File: src/rtl/board_pkg.sv
// ============================================================================
// board_pkg : shared board geometry, cell codes and arbiter state types
// Revision  : 1.0
// ============================================================================
`default_nettype none

package board_pkg;

    localparam int BOARD_W     = 40;
    localparam int BOARD_H     = 30;
    localparam int BOARD_CELLS = BOARD_W * BOARD_H;
    localparam int CELL_PX     = 16;
    localparam int ADDR_W      = 11;
    localparam int DATA_W      = 2;

    typedef enum logic [1:0] {
        EMPTY = 2'd0,
        BODY  = 2'd1,
        HEAD  = 2'd2,
        FOOD  = 2'd3
    } cell_t;

    typedef enum logic [0:0] {
        SERVE = 1'b0,
        CLEAR = 1'b1
    } arb_state_t;

    // Tag riding alongside each issued read so the two valids never cross
    typedef struct packed {
        logic disp;
        logic gm;
    } rd_tag_t;

endpackage

`default_nettype wire

File: src/rtl/board_clear_seq.sv
// ============================================================================
// board_clear_seq : clear-sweep address counter with pause and last-cell flag
// Revision        : 1.0
// ============================================================================
`default_nettype none

module board_clear_seq #(
    parameter int ADDR_W      = 11,
    parameter int BOARD_CELLS = 1200
) (
    input  logic              clk,
    input  logic              rst,
    input  logic              i_run,
    input  logic              i_pause,
    output logic [ADDR_W-1:0] o_addr,
    output logic              o_last
);
    import board_pkg::*;

    logic [ADDR_W-1:0] r_addr;
    logic              w_step;

    assign w_step = i_run & ~i_pause;
    assign o_last = w_step && (r_addr == ADDR_W'(BOARD_CELLS - 1));
    assign o_addr = r_addr;

    always_ff @(posedge clk) begin
        if (rst) begin
            r_addr <= '0;
        end else if (w_step) begin
            r_addr <= o_last ? '0 : r_addr + 1'b1;
        end
    end

endmodule

`default_nettype wire

File: src/rtl/board_mem_arbiter.sv
// ============================================================================
// board_mem_arbiter : board RAM sharing between display, clear engine and game
//                     logic. Optional macro BOARD_ARB_WRFWD_EN: write forwarding.
// Revision          : 1.0
// ============================================================================
`default_nettype none

module board_mem_arbiter #(
    parameter int                   ADDR_W      = board_pkg::ADDR_W,
    parameter int                   DATA_W      = board_pkg::DATA_W,
    parameter int                   BOARD_CELLS = board_pkg::BOARD_CELLS,
    parameter logic [DATA_W-1:0]    CLEAR_VAL   = '0,
    parameter int                   WAIT_W      = 8
) (
    input  logic              Clk,
    input  logic              Reset,
    input  logic              disp_req,
    input  logic [ADDR_W-1:0] disp_addr,
    output logic [DATA_W-1:0] disp_rdata,
    output logic              disp_valid,
    input  logic              gm_req,
    input  logic              gm_we,
    input  logic [ADDR_W-1:0] gm_addr,
    input  logic [DATA_W-1:0] gm_wdata,
    output logic              gm_ack,
    output logic [DATA_W-1:0] gm_rdata,
    output logic              gm_rvalid,
    input  logic              clear_start,
    output logic              clear_busy,
    output logic              clear_done,
    output logic [WAIT_W-1:0] gm_wait_max,
    output logic [ADDR_W-1:0] mem_addr,
    output logic              mem_we,
    output logic [DATA_W-1:0] mem_wdata,
    input  logic [DATA_W-1:0] mem_rdata
);
    import board_pkg::*;

    arb_state_t        r_state;
    arb_state_t        w_state_nxt;
    logic              w_clr_run;
    logic              w_clr_last;
    logic              w_clr_go;
    logic              w_gm_go;
    logic [ADDR_W-1:0] w_clr_addr;
    logic [WAIT_W-1:0] r_wait;
    logic [WAIT_W-1:0] r_wait_max;
    rd_tag_t           r_tag1;
    rd_tag_t           r_tag2;
    logic              r_clr_done;
    logic [ADDR_W-1:0] r_mem_addr;
    logic              r_mem_we;
    logic [DATA_W-1:0] r_mem_wdata;
    logic [DATA_W-1:0] w_rd_data;

    assign w_clr_run = (r_state == CLEAR);

    board_clear_seq #(
        .ADDR_W      (ADDR_W),
        .BOARD_CELLS (BOARD_CELLS)
    ) u_clear_seq (
        .clk     (Clk),
        .rst     (Reset),
        .i_run   (w_clr_run),
        .i_pause (disp_req),
        .o_addr  (w_clr_addr),
        .o_last  (w_clr_last)
    );

    always_comb begin
        w_state_nxt = r_state;
        w_clr_go    = 1'b0;
        w_gm_go     = 1'b0;
        case (r_state)
            SERVE: begin
                w_gm_go = gm_req & ~disp_req & ~clear_start;
                if (clear_start) w_state_nxt = CLEAR;
            end
            CLEAR: begin
                w_clr_go = ~disp_req;
                if (w_clr_last) w_state_nxt = SERVE;
            end
            default: w_state_nxt = SERVE;
        endcase
    end

    always_ff @(posedge Clk) begin
        if (Reset) begin
            r_state     <= SERVE;
            r_mem_addr  <= '0;
            r_mem_we    <= 1'b0;
            r_mem_wdata <= '0;
            r_tag1      <= '0;
            r_tag2      <= '0;
            r_clr_done  <= 1'b0;
            r_wait      <= '0;
            r_wait_max  <= '0;
        end else begin
            r_state    <= w_state_nxt;
            r_clr_done <= w_clr_last;
            r_tag2     <= r_tag1;
            r_tag1     <= '0;
            r_mem_we   <= 1'b0;
            // Display first, then the sweep, then the game port
            if (disp_req) begin
                r_mem_addr  <= disp_addr;
                r_tag1.disp <= 1'b1;
            end else if (w_clr_go) begin
                r_mem_addr  <= w_clr_addr;
                r_mem_we    <= 1'b1;
                r_mem_wdata <= CLEAR_VAL;
            end else if (w_gm_go) begin
                r_mem_addr  <= gm_addr;
                r_mem_we    <= gm_we;
                r_mem_wdata <= gm_wdata;
                r_tag1.gm   <= ~gm_we;
            end

            if (!gm_req || w_gm_go) begin
                r_wait <= '0;
            end else if (r_wait != '1) begin
                r_wait <= r_wait + 1'b1;
            end
            if (r_wait > r_wait_max) r_wait_max <= r_wait;
        end
    end

`ifdef BOARD_ARB_WRFWD_EN
    logic              r_fwd1;
    logic              r_fwd2;
    logic [DATA_W-1:0] r_fwd_data1;
    logic [DATA_W-1:0] r_fwd_data2;
    logic              w_rd_issue;
    logic [ADDR_W-1:0] w_rd_addr;

    assign w_rd_addr  = disp_req ? disp_addr : gm_addr;
    assign w_rd_issue = disp_req | (w_gm_go & ~gm_we);

    // A read issued right behind a write to the same cell takes the write data
    always_ff @(posedge Clk) begin
        if (Reset) begin
            r_fwd1      <= 1'b0;
            r_fwd2      <= 1'b0;
            r_fwd_data1 <= '0;
            r_fwd_data2 <= '0;
        end else begin
            r_fwd1      <= w_rd_issue & r_mem_we & (r_mem_addr == w_rd_addr);
            r_fwd_data1 <= r_mem_wdata;
            r_fwd2      <= r_fwd1;
            r_fwd_data2 <= r_fwd_data1;
        end
    end

    assign w_rd_data = r_fwd2 ? r_fwd_data2 : mem_rdata;
`else
    assign w_rd_data = mem_rdata;
`endif

    assign gm_ack      = w_gm_go & ~Reset;
    assign disp_valid  = r_tag2.disp;
    assign disp_rdata  = r_tag2.disp ? w_rd_data : '0;
    assign gm_rvalid   = r_tag2.gm;
    assign gm_rdata    = r_tag2.gm ? w_rd_data : '0;
    assign clear_busy  = w_clr_run;
    assign clear_done  = r_clr_done;
    assign gm_wait_max = r_wait_max;
    assign mem_addr    = r_mem_addr;
    assign mem_we      = r_mem_we;
    assign mem_wdata   = r_mem_wdata;

endmodule

`default_nettype wire
File: config.mk
export PLATFORM = sky130hd
export DESIGN_NAME = board_mem_arbiter
export DESIGN_NICKNAME = d
export VERILOG_FILES = /design/src/rtl/board_pkg.sv /design/src/rtl/board_clear_seq.sv /design/src/rtl/board_mem_arbiter.sv
export SDC_FILE = /design/constraint.sdc
export NUM_CORES = 1
export LEC_CHECK = 0
export CORE_MARGIN = 2
export CORE_UTILIZATION = 30
export CTS_BUF_LIST = sky130_fd_sc_hd__clkbuf_8
export CTS_CLUSTER_DIAMETER = 100
export DETAILED_ROUTE_END_ITERATION = 7
export GPL_TIMING_DRIVEN = 1
export PLACE_DENSITY = 0.53
export SYNTH_ARGS = -nofsm -noshare
export SYNTH_HDL_FRONTEND = slang
export SYNTH_SLANG_ARGS = --single-unit
File: constraint.sdc
create_clock -name Clk -period 3.75 [get_ports Clk]
set_clock_uncertainty 0.2 [all_clocks]
set_input_delay 1.125 -clock Clk [delete_from_list [all_inputs] [get_ports Clk]]
set_output_delay 1.125 -clock Clk [all_outputs]
set_load 0.02 [all_outputs]
# After elaboration in Yosys (flattened, before gate mapping)
# Cells that the tools add are included.
# totals
register_bits	47
inputBits	32
elab_cells	52
out_inout_bits	31
# op_classes
eq_ne	2
addsub	2
mux	16
n_lt_le_gt_ge	1
reduce_logical	9
bitwise	10
# op_table
cell	count
$mux W11	4
$add A11 B1 Y11 const B	1
$eq A11 B11 Y1 const B	1
$add A8 B1 Y8 const B	1
$gt A8 B8 Y1	1
$mux W2	4
$ne A8 B8 Y1 const B	1
$mux W1	7
$not A1 Y1	6
$and A1 B1 Y1	4
$reduce_or A2 Y1	2
$reduce_or A4 Y1	1
$reduce_bool A3 Y1	1
$pmux W1 S2	1
$reduce_and A2 Y1	1
$reduce_bool A2 Y1	1
$logic_and A1 B1 Y1	1
$logic_not A1 Y1	1
$logic_or A1 B1 Y1	1

# Logic depth before layout (Yosys ltp)
# Gate-level depths: netlist (run 1).
# logic_depth
depth_word	7
depth_mapped	8
ltp_nobuf	7

# Modules after synthesis
# From an unflattened synthesis (run 1), not the netlist that was laid out.
# hier_totals
hier_cells	288
hier_area_um2	2591.2
# by_module_without_submodules
module	n_inst	seq_area_each_um2	area_each_um2	cells_per_inst
board_mem_arbiter	1	720.7	1973.1	223
board_clear_seq	1	220.2	618.1	65

# Least setup slack after synthesis (run 1)
# Ideal clock, no wire load.
# synth_path
path_type	input to output
from	input port gm_req
to	output port gm_ack
n_path_buf	1
slack_ns	0.644
cell_stages	3
t_arrival_ns	1.781
required_time_ns	2.425
path_cell_list	nor2b_1 -> clkbuf_1 -> and3_1
# synth_between
elab_chain_cells	4
# synth_lines
element	line	source
from (decl)	board_mem_arbiter.sv:21	input logic gm_req,
$and A1 B1 Y1 (2 in a row)	board_mem_arbiter.sv:76	w_gm_go = gm_req & ~disp_req & ~clear_start;
$mux W1	board_mem_arbiter.sv:74	case (r_state)
$and A1 B1 Y1	board_mem_arbiter.sv:159	assign gm_ack = w_gm_go & ~Reset;
to (decl)	board_mem_arbiter.sv:25	output logic gm_ack,
# Every way passes these cells.

# Worst setup path after layout (run 1)
# layout_path
from	input port mem_rdata[0]
to	output port disp_rdata[0]
# layout_between
elab_chain_cells	1
# layout_lines
element	line	source
from (decl)	board_mem_arbiter.sv:35	input logic [DATA_W-1:0] mem_rdata
$mux W2	board_mem_arbiter.sv:161	assign disp_rdata = r_tag2.disp ? w_rd_data : '0;
to (decl)	board_mem_arbiter.sv:19	output logic [DATA_W-1:0] disp_rdata,
# Every way passes these cells.

==> impl_metrics.json, run 1 <==
{
  "outcome": "finished, final reports clean",
  "io_buffers": 62,
  "comb_power_share_pct": 16.8,
  "synthAdderAreaFrac_pct": 5.49,
  "die_h_um": 91.2,
  "wire_per_inst_um": 13.0,
  "grt_max_degree": 32,
  "synth_xor_area_share_pct": 4.61,
  "worst_slew_pin_slew_ps": 653,
  "synth-compound-area-share_pct": 14.8,
  "coreArea_mm2": 0.00729,
  "cts-buffers-inserted": 5,
  "fin_setup_tns_ps": 0,
  "drc": 0,
  "period_needed_ps": 3630,
  "nFillCells": 773,
  "drt_iter0_markers": 78,
  "cts_hold_buf": 0,
  "slew_headroom_pct": 56.1,
  "hpwl_um": 4360,
  "min_period_over_period_pct": 96.9,
  "wl_um": 5670,
  "clock_power_share_pct": 29.6,
  "post_cts_buffers": 0,
  "antenna_found_initial": 0,
  "seqCellArea_um2": 941,
  "highest_layer": "met4",
  "switching_power_mw": 0.251,
  "via_per_inst": 4.64,
  "synth_top_area_share_pct": 41.3,
  "synth.avg_cell_area_um2": 8.38,
  "hold_viol_final": 0,
  "synth_edf_count": 0,
  "start_util_pct": 31.3,
  "cts_root_buf": "clkbuf_8",
  "synthCells": 272,
  "synth_seq_cells": 47,
  "crit_arrival_ps": 2310,
  "die_x_um": 91.2,
  "seqPwrFrac_pct": 53.6,
  "cp_num_buf_inv": 2,
  "power_density_mw_per_mm2": 313,
  "swShare_pct": 25.9,
  "multiInputGateArea_mm2": 0.00122,
  "vias": 2033,
  "slowest_delay_ps": 600,
  "synthDistinctLibCells": 42,
  "routed-wl-met2_um": 2450,
  "synthSimpleGateAreaFrac_pct": 25.6,
  "fmax_ghz": 0.275,
  "worst_setup_path_start_kind": "input pin",
  "synth_top_area_cell": "dfxtp_1",
  "path_cells": "clkdlybuf4s50_1 > and2_1 > clkdlybuf4s50_1",
  "hp-class": "reg -> reg",
  "cts.sinks": 47,
  "rr_worst_depth": 6,
  "crit_type": "in -> out",
  "synth.area.top_cells": "dfxtp_1, nor2_1, ha_1",
  "clkTransAtPathRegs_ps": 80,
  "io_pins": 63,
  "wl_met1_um": 2910,
  "vdd_drop_max_mv": 0.125,
  "setup_viol": 0,
  "place_congestion": 0.787,
  "synth_fp_nets": 314,
  "die_area_mm2": 0.00831,
  "nNetsFinal": 380,
  "yosysWarnings": 0,
  "path_depth": 3,
  "path_delay_family": "buffers and inverters",
  "num_rows": 31,
  "synth_top_family_by_area": "simple AND/OR/NAND/NOR gates",
  "cp_slowest_cell": "clkdlybuf4s50_1",
  "diodes": 0,
  "async_flop_share_pct": 0,
  "grt_pass1_wl_um": 9570,
  "final_max_slew_viol_count": 0,
  "netlist_area_mm2": 0.00228,
  "ant_nets": 0,
  "synth-main-ff-cell": "dfxtp_1",
  "first_global_vias": 1895,
  "layout-drive-gt1-share_pct": 6.49,
  "final_core_util_pct": 42.6,
  "clock_path_buffers": 2,
  "htreeDepth": 2,
  "area_growth_pct": 36.3,
  "internal_power_mw": 0.721,
  "path_max_fanout": 2,
  "rrSetupSlack_ps": 1540,
  "wl_met3_um": 256,
  "min_path_cells": 1,
  "cp-end-kind": "primary output",
  "cts_tree": "yes",
  "gr-usage-all-layers_pct": 14.5,
  "cp.required_ps": 2420,
  "critPathMostFrequentCell": "clkdlybuf4s50_1",
  "grt_setup_unrepaired": "false",
  "drtPass1Iterations": 4,
  "synth_seq_area_share_pct": 41.3,
  "maxCapViolations": 0,
  "p_leak_nw": 1.13,
  "synthMuxAreaShare_pct": 3.07,
  "clock_latency_ps": 290,
  "globalRoute.totalOverflow": 0
}
-- cell families (layout without fill, tap and decap cells) --
| logic type | Yosys count | in the layout |
|---|---|---|
| AND/OR/NAND/NOR | 118 | 118 |
| AO/OA/AOI/OAI | 51 | 51 |
| flip-flops | 47 | 47 |
| XOR/XNOR | 12 | 12 |
| adder cells (fa/ha/maj) | 10 | 10 |
| multiplexers | 7 | 7 |
| buffers and inverters | 27 | 94 |
-- state kept, by name (all words and copies together) (netlist names), 2 cells and up --
register	count
r_tag1	2
r_wait	8
gm_wait_max	8
mem_addr	11
mem_wdata	2
u_clear_seq.o_addr	11
-- worst paths after layout --
kind | start | endpoint
worst min-delay path | r_tag1[1] | disp_valid
worst max-delay path | mem_rdata[0] | disp_rdata[0]
worst max register to register | r_wait[3] | gm_wait_max[1]
worst min register to register | r_tag1[1] | disp_valid
-- area by class of cell --
| cell class | instances | area share [%] |
|---|---|---|
| multi-input combinational | 198 | 39.3 |
| tap | 99 | 3.99 |
| clock inverter | 3 | 0.403 |
| sequential | 47 | 30.3 |
| clock buffer | 5 | 2.22 |
| inverter | 15 | 1.81 |
| timing repair buffer | 71 | 22.0 |
-- cells in the final DEF (no fill, tap or decap), types with 2 or more instances in the layout --
cell and instances:
nand2b_1 2, nor3b_1 2, o21a_1 2, nand3_2 2, nand4_1 5, a21oi_1 18, nor2b_1 7, nand2_1 29
a221oi_1 5, buf_4 9, nor3_1 14, a211oi_1 2, nor2_1 37, ha_1 10, xnor2_1 10, a22o_1 7
dfxtp_1 47, nand3_1 6, and2_1 4, clkdlybuf4s50_1 61, a22oi_1 2, or3_1 2, and3_1 2, inv_1 17
o21ai_0 9, clkbuf_8 5, xor2_1 2, mux2i_1 7
-- routing by layer --
metal	vias up	GRT usage (%)
met1	918	21.4
met4	0	4.55
li1	1066	-
met2	45	20.9
met3	4	3.07
met5	-	0
-- synthesized netlist by cell type (2+ instances only) --
cell type  number
dfxtp_1        47
nor2_1         37
nand2_1        29
a21oi_1        18
inv_1          15
nor3_1         14
ha_1           10
xnor2_1        10
o21ai_0         9
a22o_1          7
clkbuf_1        7
mux2i_1         7
nor2b_1         7
nand3_1         6
a221oi_1        5
nand4_1         5
and2_1          4
a211oi_1        2
a22oi_1         2
and3_1          2
buf_4           2
nand2b_1        2
nand3_2         2
nor3b_1         2
o21a_1          2
or3_1           2
xor2_1          2
-- power by group through the flow --
stage | combinational [mW] | sequential (mW) | clock, mW
finish | 0.163 | 0.521 | 0.288
detailed placement | 0.164 | 0.533 | 0
CTS | 0.165 | 0.522 | 0.302
global placement | 0.165 | 0.533 | 0
floorplan | 0.0694 | 0.546 | 0
global route | 0.179 | 0.523 | 0.325
-- stage by stage --
step	instances	hold WS [ps]	power (mW)	area, µm²	setup WS [ps]
final	438	247	0.972	3110	116
after floorplan	272	214	0.615	2280	644
after global placement	430	222	0.698	3030	-205
after detailed placement	430	228	0.697	3030	-235
after CTS	438	246	0.989	3110	38.4
after global routing	438	265	1.03	3110	54.9
-- worst reg2reg max path, cell delays in order, from the launching register on --
cell	delay, ps
dfxtp_1	390
ha_1	340
and4_1	220
nor2b_1	250
nor2_1	110
nor3_2	430
a22o_1	220
-- what timing repair did --
action                                  4_1_cts  5_1_grt
resized for setup                             1        2
pin swaps                                     0        0
endpoints found under the setup margin        1        1
(Power assumes the default switching activity.)
==> inputs of run 2 (changes only) <==
--- a/config.mk
+++ b/config.mk
@@ -12,6 +12,8 @@
 export DETAILED_ROUTE_END_ITERATION = 7
 export GPL_TIMING_DRIVEN = 1
 export PLACE_DENSITY = 0.53
+export RECOVER_POWER = 25
 export SYNTH_ARGS = -nofsm -noshare
 export SYNTH_HDL_FRONTEND = slang
 export SYNTH_SLANG_ARGS = --single-unit
+export TNS_END_PERCENT = 10
==> run 2 against run 1 <==
Against the previous run:
- maximum frequency is essentially flat
- largest power group unchanged
- power is 0.33% lower
- largest cell class unchanged
- via count hardly changed
- sequential power barely moved
- routed wire length up 0.18%
- final cell count unchanged
- count of clock-buffer cells in the layout is the same
==> impl_metrics.json, run 2 (same netlist as run 1, synthesis figures left out) <==
{
  "fin_area_mm2": 0.00309,
  "holdWs_ps": 246,
  "layout_common_cells": "clkdlybuf4s50_1, dfxtp_1, nor2_1",
  "final_core_util_pct": 42.4,
  "maxCapViolations": 0,
  "grt_max_degree": 32,
  "layout-drive-gt1-share_pct": 5.31,
  "wl_met1_um": 2940,
  "cts_hold_buf": 0,
  "nFillCells": 775,
  "die_h_um": 91.2,
  "outcome": "finished, final reports clean",
  "dp.cells": 430,
  "first_global_vias": 1895,
  "p_leak_nw": 1.12,
  "hold_viol_final": 0,
  "coreArea_mm2": 0.00729,
  "die_area_mm2": 0.00831,
  "io_buffers": 62,
  "worst_setup_path_start_kind": "input pin",
  "place_congestion": 0.787,
  "fmax_ghz": 0.275,
  "io_pins": 63,
  "clkTransAtPathRegs_ps": 80,
  "via_per_inst": 4.64,
  "setup_viol": 0,
  "dp_slack_ps": -235,
  "switching_power_mw": 0.250,
  "globalRoute.totalOverflow": 0,
  "cts_tree": "yes",
  "nNetsFinal": 380,
  "r2r-start": "r_wait[3]",
  "crit_arrival_ps": 2310,
  "wl_met3_um": 227,
  "final_common_cell": "clkdlybuf4s50_1",
  "ant_nets": 0,
  "post_cts_buffers": 0,
  "placed_area_mm2": 0.00303,
  "wl_um": 5680,
  "rr_worst_depth": 6,
  "swShare_pct": 25.8,
  "min_to": "disp_valid",
  "highest_layer": "met4",
  "min_path_cells": 1,
  "path_max_fanout": 2,
  "cp-end-kind": "primary output",
  "clock_path_buffers": 2,
  "hpwl_um": 4360,
  "slew_headroom_pct": 19.6,
  "clock_power_share_pct": 29.6,
  "rrSetupSlack_ps": 1250,
  "drc": 0,
  "fin_cells": 438,
  "seqPwrFrac_pct": 53.8,
  "area_growth_pct": 35.6,
  "cts_root_buf": "clkbuf_8",
  "crit_type": "in -> out",
  "vdd_drop_max_mv": 0.127,
  "hp-class": "reg -> reg",
  "min_period_over_period_pct": 96.9,
  "drt_iter0_markers": 90,
  "routed-wl-met2_um": 2460,
  "die_x_um": 91.2,
  "gr-usage-all-layers_pct": 14.5,
  "clock_latency_ps": 290,
  "fin_ws_ps": 116,
  "grt_setup_unrepaired": "false",
  "final_max_slew_viol_count": 0,
  "wire_per_inst_um": 13.0,
  "num_rows": 31,
  "cp.required_ps": 2420,
  "cts-buffers-inserted": 5,
  "worstHoldStart": "r_tag1[1]",
  "power_density_mw_per_mm2": 313,
  "internal_power_mw": 0.719,
  "r2r_end": "gm_wait_max[1]",
  "htreeDepth": 2,
  "start_util_pct": 31.3,
  "grt_pass1_wl_um": 9570,
  "comb_power_share_pct": 16.6,
  "period_needed_ps": 3630,
  "vias": 2031,
  "worst_slew_pin_slew_ps": 1210,
  "cts.sinks": 47,
  "antenna_found_initial": 0,
  "diodes": 0,
  "drtPass1Iterations": 4
}
## run 2: cell count changes in the layout (fill, tap and decap cells not counted), sizes merged
| cell | change |
|---|---|
| clkdlybuf4s50 | -2 |
| clkbuf | +3 |
| dlygate4sd3 | +2 |
| buf | -3 |
## run 2: final cells by class
| class | count | area (µm²) | share of cell area, % |
|---|---|---|---|
| inverter | 15 | 56.3 | 1.82 |
| timing repair buffer | 71 | 672 | 21.7 |
| multi-input combinational | 198 | 1220 | 39.4 |
| clock buffer | 5 | 68.8 | 2.23 |
| tap | 99 | 124 | 4.01 |
| clock inverter | 3 | 12.5 | 0.405 |
| sequential | 47 | 941 | 30.4 |
## run 2: worst max-delay path by stage
stage / start / cells after the start / slack (ps) / to
2_1_floorplan: gm_req / 3 / 640 / gm_ack
3_3_place_gp: gm_req / 4 / -210 / gm_ack
3_5_place_dp: gm_req / 4 / -240 / gm_ack
4_1_cts: gm_req / 4 / 40 / gm_ack
5_1_grt: disp_req / 7 / 50 / u_clear_seq.o_addr[1]
6_report: mem_rdata[0] / 3 / 120 / disp_rdata[0]
## run 2: routing by layer
layer / track usage [%] / up-vias
li1: - / 1065
met4: 4.55 / 0
met3: 3.07 / 4
met1: 21.4 / 922
met2: 20.9 / 40
met5: 0 / -
## run 2: per-stage QoR
step / setup TNS [ps] / total power, mW
after CTS: 0 / 0.989
after global placement: -205 / 0.698
after global routing: 0 / 1.02
final: 0 / 0.969
after detailed placement: -235 / 0.697
after floorplan: 0 / 0.615
## run 2: power groups by stage
| stage | registers (mW) | clock network, mW | logic [mW] |
|---|---|---|---|
| global placement | 0.533 | 0 | 0.165 |
| finish | 0.521 | 0.287 | 0.161 |
| detailed placement | 0.533 | 0 | 0.164 |
| global route | 0.523 | 0.325 | 0.176 |
| CTS | 0.522 | 0.302 | 0.165 |
| floorplan | 0.546 | 0 | 0.0694 |
## run 2: repair_timing
action / CTS / global route
setup endpoints to repair: 1 / 1
cloned: 0 / 0
gates resized for setup: 1 / 2
## run 2: worst max-delay path: stages
cell             delay (ps)
clkdlybuf4s50_1         470
and2_1                  120
clkdlybuf4s50_1         600
==> inputs of run 3 (changes only) <==
--- a/config.mk
+++ b/config.mk
@@ -5,7 +5,7 @@
 export SDC_FILE = /design/constraint.sdc
 export NUM_CORES = 1
 export LEC_CHECK = 0
-export CORE_MARGIN = 2
+export CORE_MARGIN = 5
 export CORE_UTILIZATION = 30
 export CTS_BUF_LIST = sky130_fd_sc_hd__clkbuf_8
 export CTS_CLUSTER_DIAMETER = 100
==> run 3 against run 2 <==
Against the previous run:
- register-to-register slack worse by 30 ps
- utilization grew 0.48 points
- hold slack better by 4.9 ps
- final cell count unchanged
- non-clock buffer count stayed put
- sequential share of layout area fell by 0.50 points
- via count hardly changed
- sequential cell count stayed put
- critical path type unchanged
- critical endpoint is now gm_rdata[0]
- largest power group unchanged
==> impl_metrics.json, run 3 (same netlist as run 1, synthesis figures left out) <==
{
  "fin_ws_ps": 112,
  "nNetsFinal": 380,
  "cts.sinks": 47,
  "final_core_util_pct": 42.9,
  "fin_cells": 438,
  "r2r-start": "r_wait[3]",
  "grt_max_degree": 32,
  "cp.required_ps": 2420,
  "drtPass1Iterations": 4,
  "drt_iter0_markers": 74,
  "outcome": "finished, final reports clean",
  "globalRoute.totalOverflow": 0,
  "worstHoldStart": "r_tag1[1]",
  "cts-buffers-inserted": 5,
  "cp-end-kind": "primary output",
  "wl_met1_um": 3090,
  "multiInputGateArea_mm2": 0.00122,
  "cts_tree": "yes",
  "rr_worst_depth": 6,
  "clock_latency_ps": 300,
  "clock_path_buffers": 2,
  "min_to": "disp_valid",
  "layout-drive-gt1-share_pct": 5.60,
  "final_max_slew_viol_count": 0,
  "hold_viol_final": 0,
  "die_x_um": 97.2,
  "min_path_cells": 1,
  "hpwl_um": 4520,
  "dp.cells": 430,
  "htreeDepth": 2,
  "via_per_inst": 4.63,
  "wl_um": 5950,
  "seqCellArea_um2": 941,
  "setup_viol": 0,
  "vdd_drop_max_mv": 0.172,
  "gr-usage-all-layers_pct": 12.7,
  "die_area_mm2": 0.00944,
  "highest_layer": "met4",
  "worst_setup_path_start_kind": "input pin",
  "slew_headroom_pct": 21.3,
  "num_rows": 31,
  "dp_slack_ps": -245,
  "final_common_cell": "clkdlybuf4s50_1",
  "crit_arrival_ps": 2310,
  "antenna_found_initial": 0,
  "period_needed_ps": 3640,
  "grt_pass1_wl_um": 9870,
  "area_growth_pct": 37.8,
  "routed-wl-met2_um": 2540,
  "hp-class": "reg -> reg",
  "die_h_um": 97.2,
  "grt_setup_unrepaired": "false",
  "coreArea_mm2": 0.00733,
  "power_density_mw_per_mm2": 356,
  "io_pins": 63,
  "cts_resized": 1,
  "cts_root_buf": "clkbuf_8",
  "clkTransAtPathRegs_ps": 90,
  "rrSetupSlack_ps": 1220,
  "worst_slew_pin_slew_ps": 1180,
  "wire_per_inst_um": 13.6,
  "path_max_fanout": 2,
  "nFillCells": 750,
  "wl_met3_um": 248,
  "cts_hold_buf": 0,
  "first_global_vias": 1917,
  "crit_type": "in -> out",
  "post_cts_buffers": 0,
  "vias": 2029,
  "p_leak_nw": 1.14,
  "io_buffers": 62,
  "ant_nets": 0,
  "start_util_pct": 31.1,
  "drc": 0,
  "maxCapViolations": 0,
  "layout_common_cells": "clkdlybuf4s50_1, dfxtp_1, nor2_1",
  "place_congestion": 0.781,
  "min_period_over_period_pct": 97.0,
  "r2r_end": "gm_wait_max[7]",
  "fmax_ghz": 0.275,
  "diodes": 0
}
run 3: cell count changes in the layout (fill, tap and decap cells not counted):
cell       change
clkinv_2       -1
bufinv_16      +2
inv_1          -1
run 3: report_power, final:
group	switching [mW]	internal, mW	leakage [nW]
registers	0.00858	0.513	0.382
logic	0.0814	0.0802	0.688
clock network	0.172	0.264	0.0695
total	0.262	0.857	1.14
run 3: metal layers:
layer | vias up | GRT usage, %
met5 | - | 0
met4 | 0 | 3.89
met3 | 4 | 2.87
met2 | 41 | 18.2
met1 | 919 | 18.6
li1 | 1065 | -
run 3: worst max-delay path, cell delays in order:
cell and delay [ps]:
clkdlybuf4s50_1 470, and2_1 120, clkdlybuf4s50_1 590
run 3: how the worst max path moves through the flow:
stage	from	to	slack [ps]	cells past startpoint
final	mem_rdata[0]	gm_rdata[0]	110	3
after detailed placement	gm_req	gm_ack	-240	4
after global routing	disp_req	u_clear_seq.o_addr[1]	40	7
after global placement	gm_req	gm_ack	-230	4
after CTS	gm_req	gm_ack	30	4
after floorplan	gm_req	gm_ack	640	3
run 3: layout make-up:
type | count | area share [%]
Sequential cell | 47 | 29.9
Clock buffer | 5 | 2.19
Multi-Input combinational cell | 198 | 38.7
Inverter | 15 | 1.79
Timing Repair Buffer | 71 | 21.4
Clock inverter | 3 | 2.03
Tap cell | 99 | 3.94
run 3: through the flow:
step / cell area, µm² / hold slack (ps) / setup TNS (ps) / power (mW)
3_5_place_dp: 3030 / 233 / -245 / 0.699
2_1_floorplan: 2280 / 214 / 0 / 0.615
6_report: 3140 / 251 / 0 / 1.12
4_1_cts: 3160 / 250 / 0 / 1.14
3_3_place_gp: 3030 / 223 / -226 / 0.699
5_1_grt: 3140 / 269 / 0 / 1.17
==> patch, RTL diff (flow settings as in run 3) <==
Add a define of `BOARD_ARB_WRFWD_EN`.
--- a/src/rtl/board_mem_arbiter.sv
+++ b/src/rtl/board_mem_arbiter.sv
@@ -4,6 +4,8 @@
 // Revision          : 1.0
 // ============================================================================
 `default_nettype none
+
+`define BOARD_ARB_WRFWD_EN
 
 module board_mem_arbiter #(
     parameter int                   ADDR_W      = board_pkg::ADDR_W,
Formal check against the unedited RTL: not equivalent (a bounded check fails within 4 cycles, from zero or initial values and one cycle with Reset high).
==> patch against run 3 <==
- the flow now finishes with violations (max-capacitance violations, max-slew violations)
- worst setup slack worse by 69 ps
- critical path depth is 1 higher
- sequential power is 13% higher
- sequential cell count is 6 higher
- design area is 13% higher
- power is 1.2% lower
- routed wire length is 8.8% higher
- first-iteration DRC count is 18% lower
- sequential share of layout area hardly changed
- synthesized area is 20% higher
- largest cell class unchanged
- highest routed layer unchanged
==> patch: results (changes against run 3) <==
[setup_path]
startpoint = mem_rdata[1]
r2r-end = u_clear_seq.o_addr[4]$_SDFFE_PP0P_
path_class = in2out
cpLargestDelayFamily = buffers and inverters
r2r_slack_ps = 1500  ; +280 ps
crit_path_top_delay_cell = clkdlybuf4s50_1
crit_path_max_fanout = 2  ; unchanged
timing.rr.start = clear_busy$_SDFF_PP0_
reg2regPathDepth = 6  ; unchanged
max_stage_delay_ps = 610  ; +20 ps

[synth]
synth_area_leaders = dfxtp_1, mux2i_1, nor2_1, ha_1, xor2_1
ys_async_sr_fraction_pct = 0  ; unchanged
yosys-top-cells-count = dfxtp_1, nor2_1, mux2i_1
yosysUniqueCellTypes = 41  ; -2.4%
yosysMostFrequentCell = dfxtp_1
synthesis.nets = 347  ; +11%
synth_warnings = 0  ; unchanged
yosysSeqAreaShare_pct = 38.92  ; -2.4 points

[route]
drt-initial-drc-count = 61  ; -18%
first_pass_iters = 4  ; unchanged
routed_wl_um = 6472  ; +8.8%
vias = 2213  ; +9.1%

[clock_network]
cts_setup_buffers = 0  ; unchanged
cts_max_level = 2  ; unchanged
ctsRootBufferMaster = clkbuf_8
clock_latency_ps = 310
clockBufferDepth = 2  ; unchanged
clk_pin_slew_ps = 90  ; about the same
numCtsBuffers = 5  ; unchanged

[power]
ir_worst_vdd_mv = 0.1406  ; -18%
p_switching_uw = 301.6  ; +15%
p_leak_nw = 1.369  ; +20%

[sta]
setup_slack_ps = 42.13  ; -69.37 ps
max_slew_margin_pct = -9.684  ; -31 points
slew_viol_final = 35  ; +35

[worst_hold_path]
hold_path_end = r_fwd_data2[0]$_SDFF_PP0_
hold_start = r_fwd_data1[0]$_SDFF_PP0_
worstHoldPathType = reg2reg
min_delay_path_depth = 1  ; unchanged

[status]
violations = max-capacitance violations, max-slew violations
outcome = complete, but fails checks

[place]
io_buffers = 62  ; unchanged
placed_area_sq_mm = 0.003458  ; +14%
place_ws_ps = -195.5  ; +49.30 ps
gp_congestion = 0.7415  ; -5.0%
dp_hpwl_um = 4812  ; +6.4%

[job]
cap_violations = 1  ; +1

[global_route]
antenna_found_initial = 0  ; unchanged
grt_pass1_vias = 2260  ; +18%
grt_max_degree = 42  ; +31%
grt_use_total_pct = 11.91  ; -0.74 points
grt_pass1_wl_um = 10830  ; +9.7%

[layout]
antenna_cells = 0  ; unchanged
fillers = 899  ; +20%
nets = 409  ; +7.6%
drive_gt1_share_pct = 5.435  ; -0.17 points

==> patch: cell types whose count changed in the layout (fill, tap and decap cells not counted), sizes merged, moves of 4 or more <==
| cell | change |
|---|---|
| inv | -5 |
| a21oi | -8 |
| xor2 | +10 |
| mux2i | +26 |
| dfxtp | +6 |
| nand2 | -6 |
| nor2b | +10 |
| a221oi | -5 |
| nor3 | -4 |
==> patch: power by group through the flow <==
stage,registers (mW),clock network [mW],logic [mW]
2_1_floorplan,0.616,0,0.103
3_3_place_gp,0.603,0,0.199
3_5_place_dp,0.603,0,0.201
4_1_cts,0.590,0.331,0.202
5_1_grt,0.593,0.347,0.217
6_report,0.590,0.319,0.197
==> patch: routing by layer <==
layer | global-route usage (%) | share of wire [%]
met5 | 0 | 0
met4 | 3.655 | 1.1
met3 | 2.689 | 4.4
met2 | 20.26 | 47
met1 | 15.00 | 47
==> patch: cells by family after synthesis <==
| family | synth area share, % |
|---|---|
| xor gates and xnor gates | 7.389 |
| buffers and inverters | 3.763 |
| DFF | 38.92 |
| muxes | 12.12 |
| AOI/OAI and AO/OA | 10.10 |
| adders and majority gates | 4.589 |
| and+or+nand+nor | 23.13 |
==> patch: worst max-delay path by stage <==
stage | end | depth (start not counted)
after floorplan | gm_ack | 5
after CTS | disp_rdata[0] | 4
after detailed placement | gm_ack | 5
after global routing | gm_rdata[1] | 4
final | gm_rdata[1] | 4
after global placement | gm_ack | 5
==> patch: what timing repair did <==
action,in CTS,in global routing
gates resized for setup,1,5
setup endpoints to repair,1,4
hold endpoints to repair,0,0
hold buffers,0,0
==> patch: layout make-up <==
type	instances	area [sq um]	share of cell area [%]
clock buffers	5	68.82	1.943
clock inverters	3	15.01	0.4240
inverters	9	33.78	0.9541
multi-input cells	230	1563	44.13
flip-flops and latches	53	1061	29.96
well taps	108	135.1	3.816
repair buffers	68	664.4	18.76
==> patch: through the flow <==
stage               setup TNS, ps  util [%]  hold slack (ps)  cells
floorplan                       0         -            213.8    305
detailed placement         -195.5     39.27            225.4    468
global placement           -198.7     39.27            219.0    468
finish                          0     40.21            242.0    476
global route                    0     40.21            258.6    476
CTS                             0     40.21            247.7    476
